File: src/rtl/dmem_arbiter.sv
`timescale 1ns/1ps
// dmem_arbiter: shares the single data-memory port between the CPU MEM stage and a loader/DMA port.
// Latency: request seen in IDLE at cycle 0 -> strobes at cycle 1 -> Ack at cycle MEM_LATENCY+1.
// Backpressure: one access in flight; requesters hold Req until Ack, StallM freezes the CPU meanwhile.
// Optional: define DMEM_ALIGN_CHECK_EN to add CpuErr/DmaErr and suppress misaligned memory accesses.
module dmem_arbiter #(
    parameter int MEM_LATENCY = 1,
    parameter int MAX_WAIT    = 4
) (
    input  logic        Clk,
    input  logic        Reset,
    input  logic        CpuReq,
    input  logic        CpuWrite,
    input  logic [1:0]  CpuType,
    input  logic [31:0] CpuAddr,
    input  logic [31:0] CpuWData,
    output logic [31:0] CpuRData,
    output logic        CpuAck,
    output logic        StallM,
    input  logic        DmaReq,
    input  logic        DmaWrite,
    input  logic [1:0]  DmaType,
    input  logic [31:0] DmaAddr,
    input  logic [31:0] DmaWData,
    output logic [31:0] DmaRData,
    output logic        DmaAck,
`ifdef DMEM_ALIGN_CHECK_EN
    output logic        CpuErr,
    output logic        DmaErr,
`endif
    output logic [31:0] MemAddr,
    output logic [31:0] MemWData,
    output logic        MemWrite,
    output logic        MemRead,
    output logic [1:0]  MemType,
    input  logic [31:0] MemRData
);

    // WAIT down-counter only needs to hold MEM_LATENCY-2.
    localparam int CW = (MEM_LATENCY > 2) ? $clog2(MEM_LATENCY - 1) : 1;
    localparam int SW = $clog2(MAX_WAIT + 1);

    typedef enum logic [1:0] {IDLE, ISSUE, WAIT, RESP} state_t;

    state_t          state;
    logic [CW-1:0]   waitCnt;
    logic [SW-1:0]   starveCnt;
    logic            reqDma;
    logic            reqWrite;
    logic            reqMis;

    logic            anyReq;
    logic            dmaWins;
    logic            winWrite;
    logic            winMis;
    logic [1:0]      winType;
    logic [31:0]     winAddr;
    logic [31:0]     winWData;
    logic            lastMemCycle;
    logic            finishCycle;

    // Pick the winner: CPU first unless the DMA has lost MAX_WAIT contested rounds in a row.
    always_comb begin
        anyReq   = CpuReq | DmaReq;
        dmaWins  = DmaReq & (~CpuReq | (starveCnt == SW'(MAX_WAIT)));
        winWrite = dmaWins ? DmaWrite : CpuWrite;
        winType  = dmaWins ? DmaType  : CpuType;
        winAddr  = dmaWins ? DmaAddr  : CpuAddr;
        winWData = dmaWins ? DmaWData : CpuWData;
`ifdef DMEM_ALIGN_CHECK_EN
        case (winType)
            2'b01:   winMis = winAddr[0];
            2'b10:   winMis = 1'b0;
            default: winMis = (winAddr[1:0] != 2'b00);
        endcase
`else
        winMis   = 1'b0;
`endif
    end

    // The edge ending lastMemCycle samples MemRData; finishCycle is the one that moves into RESP.
    always_comb begin
        lastMemCycle = ((state == ISSUE) && !reqMis && (MEM_LATENCY == 1)) ||
                       ((state == WAIT) && (waitCnt == '0));
        finishCycle  = lastMemCycle || ((state == ISSUE) && reqMis);
    end

    // Stall the pipeline for the whole CPU access, releasing it in the Ack cycle.
    assign StallM = CpuReq & ~CpuAck;

    // Access sequencer: IDLE -> ISSUE -> WAIT* -> RESP, all outputs registered.
    always_ff @(posedge Clk or posedge Reset) begin
        if (Reset) begin
            state     <= IDLE;
            waitCnt   <= '0;
            starveCnt <= '0;
            reqDma    <= 1'b0;
            reqWrite  <= 1'b0;
            reqMis    <= 1'b0;
            MemAddr   <= '0;
            MemWData  <= '0;
            MemWrite  <= 1'b0;
            MemRead   <= 1'b0;
            MemType   <= '0;
            CpuAck    <= 1'b0;
            DmaAck    <= 1'b0;
            CpuRData  <= '0;
            DmaRData  <= '0;
`ifdef DMEM_ALIGN_CHECK_EN
            CpuErr    <= 1'b0;
            DmaErr    <= 1'b0;
`endif
        end else begin
            CpuAck <= finishCycle & ~reqDma;
            DmaAck <= finishCycle & reqDma;
`ifdef DMEM_ALIGN_CHECK_EN
            CpuErr <= finishCycle & ~reqDma & reqMis;
            DmaErr <= finishCycle & reqDma & reqMis;
`endif
            if (lastMemCycle && !reqWrite) begin
                if (reqDma) begin
                    DmaRData <= MemRData;
                end else begin
                    CpuRData <= MemRData;
                end
            end

            case (state)
                IDLE: begin
                    if (anyReq) begin
                        reqDma   <= dmaWins;
                        reqWrite <= winWrite;
                        reqMis   <= winMis;
                        MemAddr  <= winAddr;
                        MemWData <= winWData;
                        MemType  <= winType;
                        MemWrite <= winWrite & ~winMis;
                        MemRead  <= ~winWrite & ~winMis;
                        if (dmaWins) begin
                            starveCnt <= '0;
                        end else if (DmaReq) begin
                            starveCnt <= starveCnt + SW'(1);
                        end
                        state <= ISSUE;
                    end
                end
                ISSUE: begin
                    // The write strobe is a single-cycle pulse; reads stay up until data is taken.
                    MemWrite <= 1'b0;
                    if (finishCycle) begin
                        MemRead <= 1'b0;
                        state   <= RESP;
                    end else begin
                        waitCnt <= CW'(MEM_LATENCY - 2);
                        state   <= WAIT;
                    end
                end
                WAIT: begin
                    if (finishCycle) begin
                        MemRead <= 1'b0;
                        state   <= RESP;
                    end else begin
                        waitCnt <= waitCnt - CW'(1);
                    end
                end
                RESP: begin
                    state <= IDLE;
                end
                default: begin
                    state <= IDLE;
                end
            endcase
        end
    end

endmodule
File: config.mk
export PLATFORM = sky130hd
export DESIGN_NAME = dmem_arbiter
export DESIGN_NICKNAME = d
export VERILOG_FILES = /design/src/rtl/dmem_arbiter.sv
export SDC_FILE = /design/constraint.sdc
export NUM_CORES = 1
export LEC_CHECK = 0
export BUFFER_PORTS_ARGS = -buffer_cell sky130_fd_sc_hd__clkbuf_2
export CAP_MARGIN = 20
export CELL_PAD_IN_SITES_DETAIL_PLACEMENT = 0
export CELL_PAD_IN_SITES_GLOBAL_PLACEMENT = 1
export CORE_MARGIN = 1.5
export CORE_UTILIZATION = 35
export DETAILED_ROUTE_END_ITERATION = 8
export PLACE_DENSITY = 0.89
export SYNTH_ARGS = -nofsm -noshare
export SYNTH_HDL_FRONTEND = slang
export SYNTH_SLANG_ARGS = --single-unit
File: constraint.sdc
create_clock -name Clk -period 5.44 [get_ports Clk]
set_input_delay 1.088 -clock Clk [delete_from_list [all_inputs] [get_ports Clk]]
set_output_delay 1.088 -clock Clk [all_outputs]
set_load 0.01 [all_outputs]
==> results of run 1 <==
==> through the flow <==
step | power (W) | cells | cell area [um^2] | setup slack, ns | hold slack [ns]
2_1_floorplan | 0.003089 | 577 | 6452 | 0.5424 | 0.4753
3_3_place_gp | 0.003889 | 1065 | 8102 | 2.159 | 0.4682
3_5_place_dp | 0.003946 | 1065 | 8102 | 2.129 | 0.4719
4_1_cts | 0.005169 | 1097 | 8707 | 2.440 | 0.4907
5_1_grt | 0.005441 | 1098 | 8735 | 2.255 | 0.5035
6_report | 0.005105 | 1098 | 8735 | 2.428 | 0.4837
==> layer usage <==
layer | share of wire [%] | track usage, % | up-vias
met5 | 0 | 0 | -
met4 | 1.3 | 7.127 | 0
met3 | 6.5 | 4.627 | 21
met2 | 49 | 32.18 | 255
met1 | 43 | 23.65 | 2778
li1 | - | - | 2640
==> where the power goes <==
part	leakage, nW	switching, W	total, W	internal [W]
sequential	1.72	0.000286	0.00187	0.00158
clock	0.289	0.000486	0.00120	0.000714
combinational	2.26	0.00112	0.00204	0.000911
total	4.27	0.00190	0.00511	0.00321
==> worst min-delay path, delay by kind of cell, from the launching register on <==
family | cells | cell delay (ns)
flops | 1 | 0.34
simple gates | 1 | 0.06
compound gates | 1 | 0.05
==> cell families after synthesis <==
| family | share of synthesized area, % |
|---|---|
| AO/OA/AOI/OAI | 12.35 |
| multiplexers | 11.48 |
| buffers and inverters | 4.382 |
| AND/OR/NAND/NOR | 15.55 |
| flip-flops | 55.07 |
| adder cells (fa/ha/maj) | 1.163 |
==> layout by cell type (no fill, tap or decap), types with 2 or more instances in the layout <==
cell type	count
inv_8	2
mux2_2	62
clkinvlp_4	3
mux2_1	2
nand2_1	135
clkbuf_2	304
o211ai_2	30
nor2b_1	4
clkbuf_16	17
o211ai_1	37
buf_4	8
bufinv_16	2
a32o_1	2
dfrtp_1	142
a21o_1	2
mux2i_1	2
nor2_1	4
nand4_1	66
inv_6	6
ha_1	5
o21ai_0	3
clkbuf_8	2
inv_1	8
nand3_1	2
==> worst paths after layout <==
| path | to | cells past startpoint | slack [ns] |
|---|---|---|---|
| setup / recovery | MemWData[7]$_DFFE_PP0P_ | 7 | 2.43 |
| hold / removal | MemWData[12]$_DFFE_PP0P_ | 2 | 0.48 |
| setup reg to reg | MemWData[7]$_DFFE_PP0P_ | 7 | 2.43 |
| hold reg to reg | MemWData[12]$_DFFE_PP0P_ | 2 | 0.48 |
| max in group asynchronous | DmaRData[11]$_DFFE_PP0P_ | 4 | 3.69 |
| min in group asynchronous | MemWData[1]$_DFFE_PP0P_ | 2 | 0.56 |
==> final cells by class <==
class                      instances  area share, %
clock inverter                    12          1.705
tap                              229          3.280
inverter                           9         0.4441
multi-input combinational        373          30.24
clock buffer                      20          5.228
timing repair buffer             313          18.42
sequential                       142          40.68
==> registers in the layout, indices dropped and copies added (netlist names), 2 cells and up <==
name       count
CpuRData      32
DmaRData      32
state          2
starveCnt      3
MemType        2
MemWData      32
MemAddr       32
==> results.cfg, run 1 <==
[logic_synthesis]
ys_warn_count = 0
syn_nets = 753
ys_types = 36
avgSynthCellArea_um2 = 11.18
synth_top_area_share_pct = 55.07
synth_common_cells = dfrtp_1 (142), nand2_1 (135), nand4_1 (66)
synth_most_common_cell = dfrtp_1
synthCells = 577
synth_top_area_cell = dfrtp_1
netlist_area_um2 = 6452
synth-seq-cells = 142
ys.flop_type = dfrtp_1
synth_edf_count = 0
synth.area.top_cells = dfrtp_1 (55%), mux2_2 (11%), nand2_1 (7.9%), nand4_1 (6.4%), o211ai_2 (5.8%)
synth-seq-area-share_pct = 55.07
synthArstFlopShare_pct = 100.0

[worst_setup_path]
cp_top_family = buffers and inverters
cp-end-kind = flop
cpMostUsedCell = buf_4
r2r_start = state[1]$_DFFE_PP0P_
crit_path_max_incr_delay_ns = 0.68
cp_cell_sequence = inv_1, ha_2, buf_4, o21ai_4, buf_4, nand2_1, o211ai_2
crit_buf_inv = 3
critPathLaunch = state[1]$_DFFE_PP0P_
setup.worst_path.start_class = flop
worstPathRequired_ns = 5.70
crit_path_top_delay_cell = ha_2
worstPathArrival_ns = 3.27
path_class = reg -> reg
critPathMaxFanout = 44

[grt]
grt_max_degree = 109
grt_use_total_pct = 19.05
grt_pass1_vias = 5739
antenna_found_initial = 0
grt-ovfl-total = 0
grt_pass1_wl_um = 29580

[sta]
fin_worst_skew_ns = 0.008248
slew_violations = 0
grt_setup_unrepaired = false
setup_violations = 0
tightest_slew_ns = 0.9890
fmax_mhz = 332.0
fin_crit_ns = 3.012
fin_setup_tns_ns = 0
maxSlewHeadroom_pct = 33.82
hold_violations = 0
period_share_pct = 55.37

[route]
drt_iter0_drc = 239
drcViolationCount = 0
drt_wl_total_um = 18500
via_per_inst = 5.186
drt.antenna.violating_nets = 0
wire_per_inst_um = 16.85
vias = 5694
firstDrtPassIters = 5

[finish]
layout-drive-gt1-share_pct = 51.09
diodes = 0
register_area_um2 = 3553
multi_input_area_um2 = 2641
syn_to_final_growth_pct = 35.37
fillCellCount = 1708
fin_nets = 1032
final_util_pct = 48.46

[cts]
cts_root_buf = clkbuf_16
cts_sinks = 142
postCtsHoldBufs = 0
post_cts_buffers = 0
ctsResizeCount = 0
cts_buffers = 17
cts.clk_slew.worst_paths_ns = 0.06
tritoncts = yes
cts-htree-levels = 4
clock_path_buffers = 2
clk_latency_ns = 0.41

[status]
status = completed

[floorplan]
rows = 49
dieHeight_um = 138.8
pin_count = 305
die-area_um2 = 19260
start_util_pct = 35.80
core-area_um2 = 18020
fp.dieW_um = 138.8

[job]
drv_cap = 0

[placed_design]
gp_congestion = 0.7856
hpwl_um = 12430
place.port_buffers = 304

[worst_hold_path]
hp-class = reg -> reg
hold_path_startpoint = MemWData[12]$_DFFE_PP0P_

[power]
power.density_nw_per_um2 = 584.5
ir_worst_vdd_mv = 0.2879
power.leakage_nw = 4.269
Note: power is estimated with default switching activity, not from simulation.
==> run 2: changes to the inputs <==
ABC_AREA = 1   (was unset)
CORE_UTILIZATION = 33   (was 35)
PLACE_DENSITY = 0.88   (was 0.89)
clock period = 3 ns   (was 5.44 ns; I/O delays follow)
==> run 2 against run 1 <==
Sequential share of layout area decreased by 1.3 points. Combinational power up 70%. Total power is 77% higher. Non-clock buffer count rose by 6. Sequential power is 81% higher. Synthesized area grew 2.6%. Maximum frequency up 40%. Critical path type unchanged.
==> results.cfg, run 2 <==
[grt]
grt_use_total_pct = 18.53
antenna_found_initial = 0
grt_pass1_wl_um = 29820
grt_max_degree = 70
grt_pass1_vias = 5791
grt-ovfl-total = 0

[finish]
syn_to_final_growth_pct = 36.33
fillCellCount = 1986
final_util_pct = 46.07
mostFrequentLayoutCells = clkbuf_2 (304), nand2_1 (284), dfrtp_1 (142)
fin_nets = 1283
layout-drive-gt1-share_pct = 31.96
layout_commonest_cell = clkbuf_2
stdcell_count = 1385
diodes = 0

[power]
power.density_nw_per_um2 = 1000
ir_worst_vdd_mv = 0.3701
power.leakage_nw = 5.267
power_w = 0.009029

[floorplan]
rows = 51
pin_count = 305
dieHeight_um = 144.6
start_util_pct = 33.79
fp.dieW_um = 144.6
core-area_um2 = 19590
die-area_um2 = 20920

[route]
vias = 6175
firstDrtPassIters = 4
wire_per_inst_um = 13.91
drt_iter0_drc = 264
drcViolationCount = 0
drt.antenna.violating_nets = 0
via_per_inst = 4.458
drt_wl_total_um = 19270

[cts]
clock_path_buffers = 2
cts_buffers = 17
cts-htree-levels = 4
clk_latency_ns = 0.42
tritoncts = yes
cts.clk_slew.worst_paths_ns = 0.07
postCtsHoldBufs = 0
cts_sinks = 142
cts_root_buf = clkbuf_16
post_cts_buffers = 0
ctsResizeCount = 0

[sta]
tightest_slew_ns = 0.7188
hold_violations = 0
fmax_mhz = 463.4
slew_violations = 0
fin_worst_skew_ns = 0.01427
period_share_pct = 71.94
setup_violations = 0
grt_setup_unrepaired = false
fin_crit_ns = 2.158
maxSlewHeadroom_pct = 52.02
fin_setup_tns_ns = 0

[logic_synthesis]
synth_top_area_cell = dfrtp_1
synth-seq-area-share_pct = 53.68
synth-seq-cells = 142
synthArstFlopShare_pct = 100.0
synth_most_common_cell = nand2_1
netlist_area_um2 = 6620
synthCells = 817
ys_types = 19
ys_warn_count = 0
syn_nets = 993
synth_top_area_share_pct = 53.68
synth.area.top_cells = dfrtp_1 (54%), nand2_1 (16%), nand3b_1 (7.1%), inv_1 (6.2%), nand3_1 (5.4%)
synth_common_cells = nand2_1 (286), dfrtp_1 (142), inv_1 (109)
avgSynthCellArea_um2 = 8.103
synth_edf_count = 0
ys.flop_type = dfrtp_1

[worst_hold_path]
hp-class = in -> async

[worst_setup_path]
reg2reg_slack_ns = 0.84
path_class = reg -> reg
worstPathArrival_ns = 2.46
worstReg2RegEnd = CpuRData[27]$_DFFE_PP0P_
r2r_start = state[0]$_DFFE_PP0P_
critPathMaxFanout = 38
worstPathRequired_ns = 3.30
crit_end = CpuRData[27]$_DFFE_PP0P_
setup.worst_path.start_class = flop
cp-end-kind = flop
critPathLaunch = state[0]$_DFFE_PP0P_
r2r_cells = 8

[placed_design]
place.port_buffers = 304
hpwl_um = 13760
dp_cells = 1353
gp_congestion = 0.7770

[job]
drv_cap = 0

[status]
status = completed
[run 2: changes by cell type in the layout (fill, tap and decap cells not counted), moves of 3 or more]
cell | previous run | this run
nand3b_1 | 0 | 63
nand3_1 | 2 | 71
o211ai_1 | 37 | 0
nand4_1 | 66 | 0
nor2b_1 | 4 | 0
o211ai_2 | 30 | 0
inv_1 | 8 | 108
buf_12 | 0 | 3
nand2_1 | 135 | 284
mux2_2 | 62 | 0
a21oi_1 | 0 | 4
buf_4 | 8 | 12
nor2_1 | 4 | 13
o21ai_0 | 3 | 65
[run 2: area by class of cell]
type                       count  area (um^2)  share of cell area (%)
clock inverter                14        172.7                   1.913
inverter                     111        420.4                   4.658
sequential                   142         3553                   39.37
clock buffer                  18        429.2                   4.755
multi-input combinational    516         2446                   27.10
timing repair buffer         319         1672                   18.52
tap                          265        331.6                   3.674
[run 2: worst min-delay path by stage]
stage                                to                    start  slack [ns]  cells after the start
2_1_floorplan          CpuAck$_DFF_PP0_       reqDma$_DFFE_PP0P_        0.44                      1
3_3_place_gp    MemWData[4]$_DFFE_PP0P_  MemWData[4]$_DFFE_PP0P_        0.46                      2
3_5_place_dp    MemAddr[16]$_DFFE_PP0P_  MemAddr[16]$_DFFE_PP0P_        0.47                      2
4_1_cts        MemWData[26]$_DFFE_PP0P_                    Reset        0.27                      2
5_1_grt         CpuRData[6]$_DFFE_PP0P_                    Reset        0.29                      2
6_report        CpuRData[8]$_DFFE_PP0P_                    Reset        0.27                      2
[run 2: cell families after synthesis]
kind of cell,after synthesis,synth area share [%]
AND/OR/NAND/NOR,435,29.77
buffers and inverters,159,9.450
flip-flops,142,53.68
AO/OA/AOI/OAI,74,5.840
adder cells (fa/ha/maj),6,1.134
XOR/XNOR,1,0.1323
[run 2: per-layer routing]
layer / share of wire [%] / up-vias / track usage, %
li1: - / 3118 / -
met4: 2.1 / 0 / 6.114
met2: 48 / 207 / 31.23
met3: 6.8 / 25 / 5.762
met5: 0 / - / 0
met1: 43 / 2825 / 22.49
[run 2: through the flow]
stage	hold WS, ns	cell area, um^2	setup slack [ns]
after floorplan	0.4430	6624	0.6229
after global placement	0.4611	8423	0.9117
after detailed placement	0.4653	8423	0.8477
after CTS	0.2730	9025	0.8164
after global routing	0.2926	9025	0.5812
final	0.2697	9025	0.8418
[run 2: worst max-delay path: stages (launching register included)]
cell and delay (ns):
dfrtp_1 0.41, inv_1 0.09, ha_1 0.19, nand2_1 0.06
nand2_1 0.14, nand3_2 0.57, buf_4 0.43, nand2_1 0.07
o21ai_0 0.07
[run 2: power by group]
part	internal (W)	switching, W
clock	0.00126	0.000913
sequential	0.00286	0.000536
combinational	0.00135	0.00211
total	0.00547	0.00356
==> run 3: changes to the inputs <==
CORE_UTILIZATION = 30   (was 33)
PLACE_DENSITY = 0.85   (was 0.88)
clock period = 1.9 ns   (was 3 ns; I/O delays follow)
==> run 3 against run 2 <==
First-iteration DRC count is 9.1% lower. Count of clock-buffer cells in the layout shrank 1. Critical path depth increased by 1. Critical endpoint is now MemWrite$_DFFE_PP0P_. Largest cell class unchanged.
==> results.cfg, run 3 (synthesis gave the netlist of run 2 again) <==
[grt]
grt_pass1_vias = 5841
antenna_found_initial = 0
grt_use_total_pct = 16.86
grt_pass1_wl_um = 29730
grt_max_degree = 70
grt-ovfl-total = 0

[worst_setup_path]
setup.worst_path.start_class = flop
cp-end-kind = flop
worstReg2RegEnd = MemWrite$_DFFE_PP0P_
crit_path_top_delay_cell = buf_4
crit_path_max_incr_delay_ns = 0.45
cp_cell_sequence = inv_1, ha_1, nand2_1, nand2_2, buf_4, nand3_1, nand2_1, nor2_1, nor2_1
reg2reg_slack_ns = 0.20
r2r_start = starveCnt[0]$_DFFE_PP0P_
crit_end = MemWrite$_DFFE_PP0P_
critPathMaxFanout = 45
cp_num_cells = 9
critPathLaunch = starveCnt[0]$_DFFE_PP0P_
cp_top_family = buffers and inverters
worstPathRequired_ns = 2.25
r2r_cells = 9
path_class = reg -> reg
worstPathArrival_ns = 2.06
crit_buf_inv = 2

[sta]
worst_slack_ns = 0.1976
maxSlewHeadroom_pct = 66.11
fin_setup_tns_ns = 0
slew_violations = 0
setup_violations = 0
grt_setup_unrepaired = false
fmax_mhz = 587.4
tightest_slew_ns = 0.5083
fin_worst_skew_ns = 0.007331
period_share_pct = 89.60
hold_violations = 0
fin_crit_ns = 1.702

[power]
power.density_nw_per_um2 = 1559
ir_worst_vdd_mv = 0.5150
power.leakage_nw = 5.299

[cts]
post_cts_buffers = 0
cts-htree-levels = 4
cts_root_buf = clkbuf_16
cts.clk_slew.worst_paths_ns = 0.07
tritoncts = yes
clk_latency_ns = 0.42
cts_buffers = 17
cts_sinks = 142
clock_path_buffers = 2
ctsResizeCount = 0

[placed_design]
place.port_buffers = 304
hpwl_um = 14340
place_ws_ns = 0.2076
gp_congestion = 0.7555

[floorplan]
rows = 54
core-area_um2 = 21760
fp.dieW_um = 151.6
dieHeight_um = 151.6
start_util_pct = 30.43
pin_count = 305
die-area_um2 = 22970

[route]
vias = 6216
drt.antenna.violating_nets = 0
drt_wl_total_um = 19590
drcViolationCount = 0
wire_per_inst_um = 13.97
via_per_inst = 4.431
drt_iter0_drc = 240
firstDrtPassIters = 4

[status]
status = completed

[finish]
diodes = 0
fillCellCount = 2251
syn_to_final_growth_pct = 37.89
layout_commonest_cell = clkbuf_2
fin_nets = 1286
mostFrequentLayoutCells = clkbuf_2 (304), nand2_1 (284), dfrtp_1 (142)
layout-drive-gt1-share_pct = 32.15

[job]
drv_cap = 0

[worst_hold_path]
hp-class = in -> reg
[run 3: cell types whose count changed in the layout (fill, tap and decap cells not counted), moves of 2 or more]
cell / change
buf_12: +7
buf_4: -5
clkinvlp_4: +2
inv_6: +2
inv_8: -2
[run 3: how the worst min path moves through the flow]
| stage | from | to | depth (start not counted) |
|---|---|---|---|
| floorplan | reqDma$_DFFE_PP0P_ | CpuAck$_DFF_PP0_ | 1 |
| global placement | Reset | CpuRData[6]$_DFFE_PP0P_ | 2 |
| detailed placement | Reset | DmaRData[6]$_DFFE_PP0P_ | 2 |
| CTS | MemRData[22] | DmaRData[22]$_DFFE_PP0P_ | 3 |
| global route | MemRData[22] | CpuRData[22]$_DFFE_PP0P_ | 3 |
| finish | MemRData[22] | DmaRData[22]$_DFFE_PP0P_ | 3 |
[run 3: through the flow]
stage               util (%)  instances  hold WS, ns  power, W  area, um^2
floorplan                  -        817       0.4430  0.008409        6624
global route           41.96       1403       0.1926   0.01539        9129
CTS                    41.96       1403       0.1797   0.01445        9129
global placement       39.27       1370       0.3472   0.01093        8544
detailed placement     39.27       1370       0.3513   0.01109        8544
finish                 41.96       1403       0.2029   0.01423        9129
[run 3: cell type report]
| type | count | area (um^2) | share of cell area [%] |
|---|---|---|---|
| sequential | 142 | 3553 | 38.93 |
| multi-input combinational | 516 | 2446 | 26.80 |
| timing repair buffer | 322 | 1784 | 19.54 |
| clock buffer | 17 | 425.4 | 4.660 |
| inverter | 111 | 420.4 | 4.605 |
| tap | 280 | 350.3 | 3.838 |
| clock inverter | 15 | 148.9 | 1.631 |
[run 3: tightest hold or removal path, delay by kind of cell]
kind            cells  cell delay (ns)
buf+inv             2             0.13
compound gates      1             0.07
[run 3: layer usage]
metal | routed length, um | global-route usage (%)
met1 | 8565 | 21.05
met2 | 9351 | 27.98
met3 | 1314 | 4.701
met4 | 362 | 5.817
met5 | 0 | 0
[run 3: report_power, final]
| group | total, W | internal [W] | switching (W) |
|---|---|---|---|
| clock network | 0.00329 | 0.00184 | 0.00145 |
| logic | 0.00558 | 0.00224 | 0.00334 |
| registers | 0.00536 | 0.00451 | 0.000844 |
| total | 0.0142 | 0.00859 | 0.00563 |
[run 3: what timing repair did]
action                                 4_1_cts  5_1_grt
setup endpoints to repair                    0        0
hold buffers                                 1        0
endpoints found under the hold margin        7        0
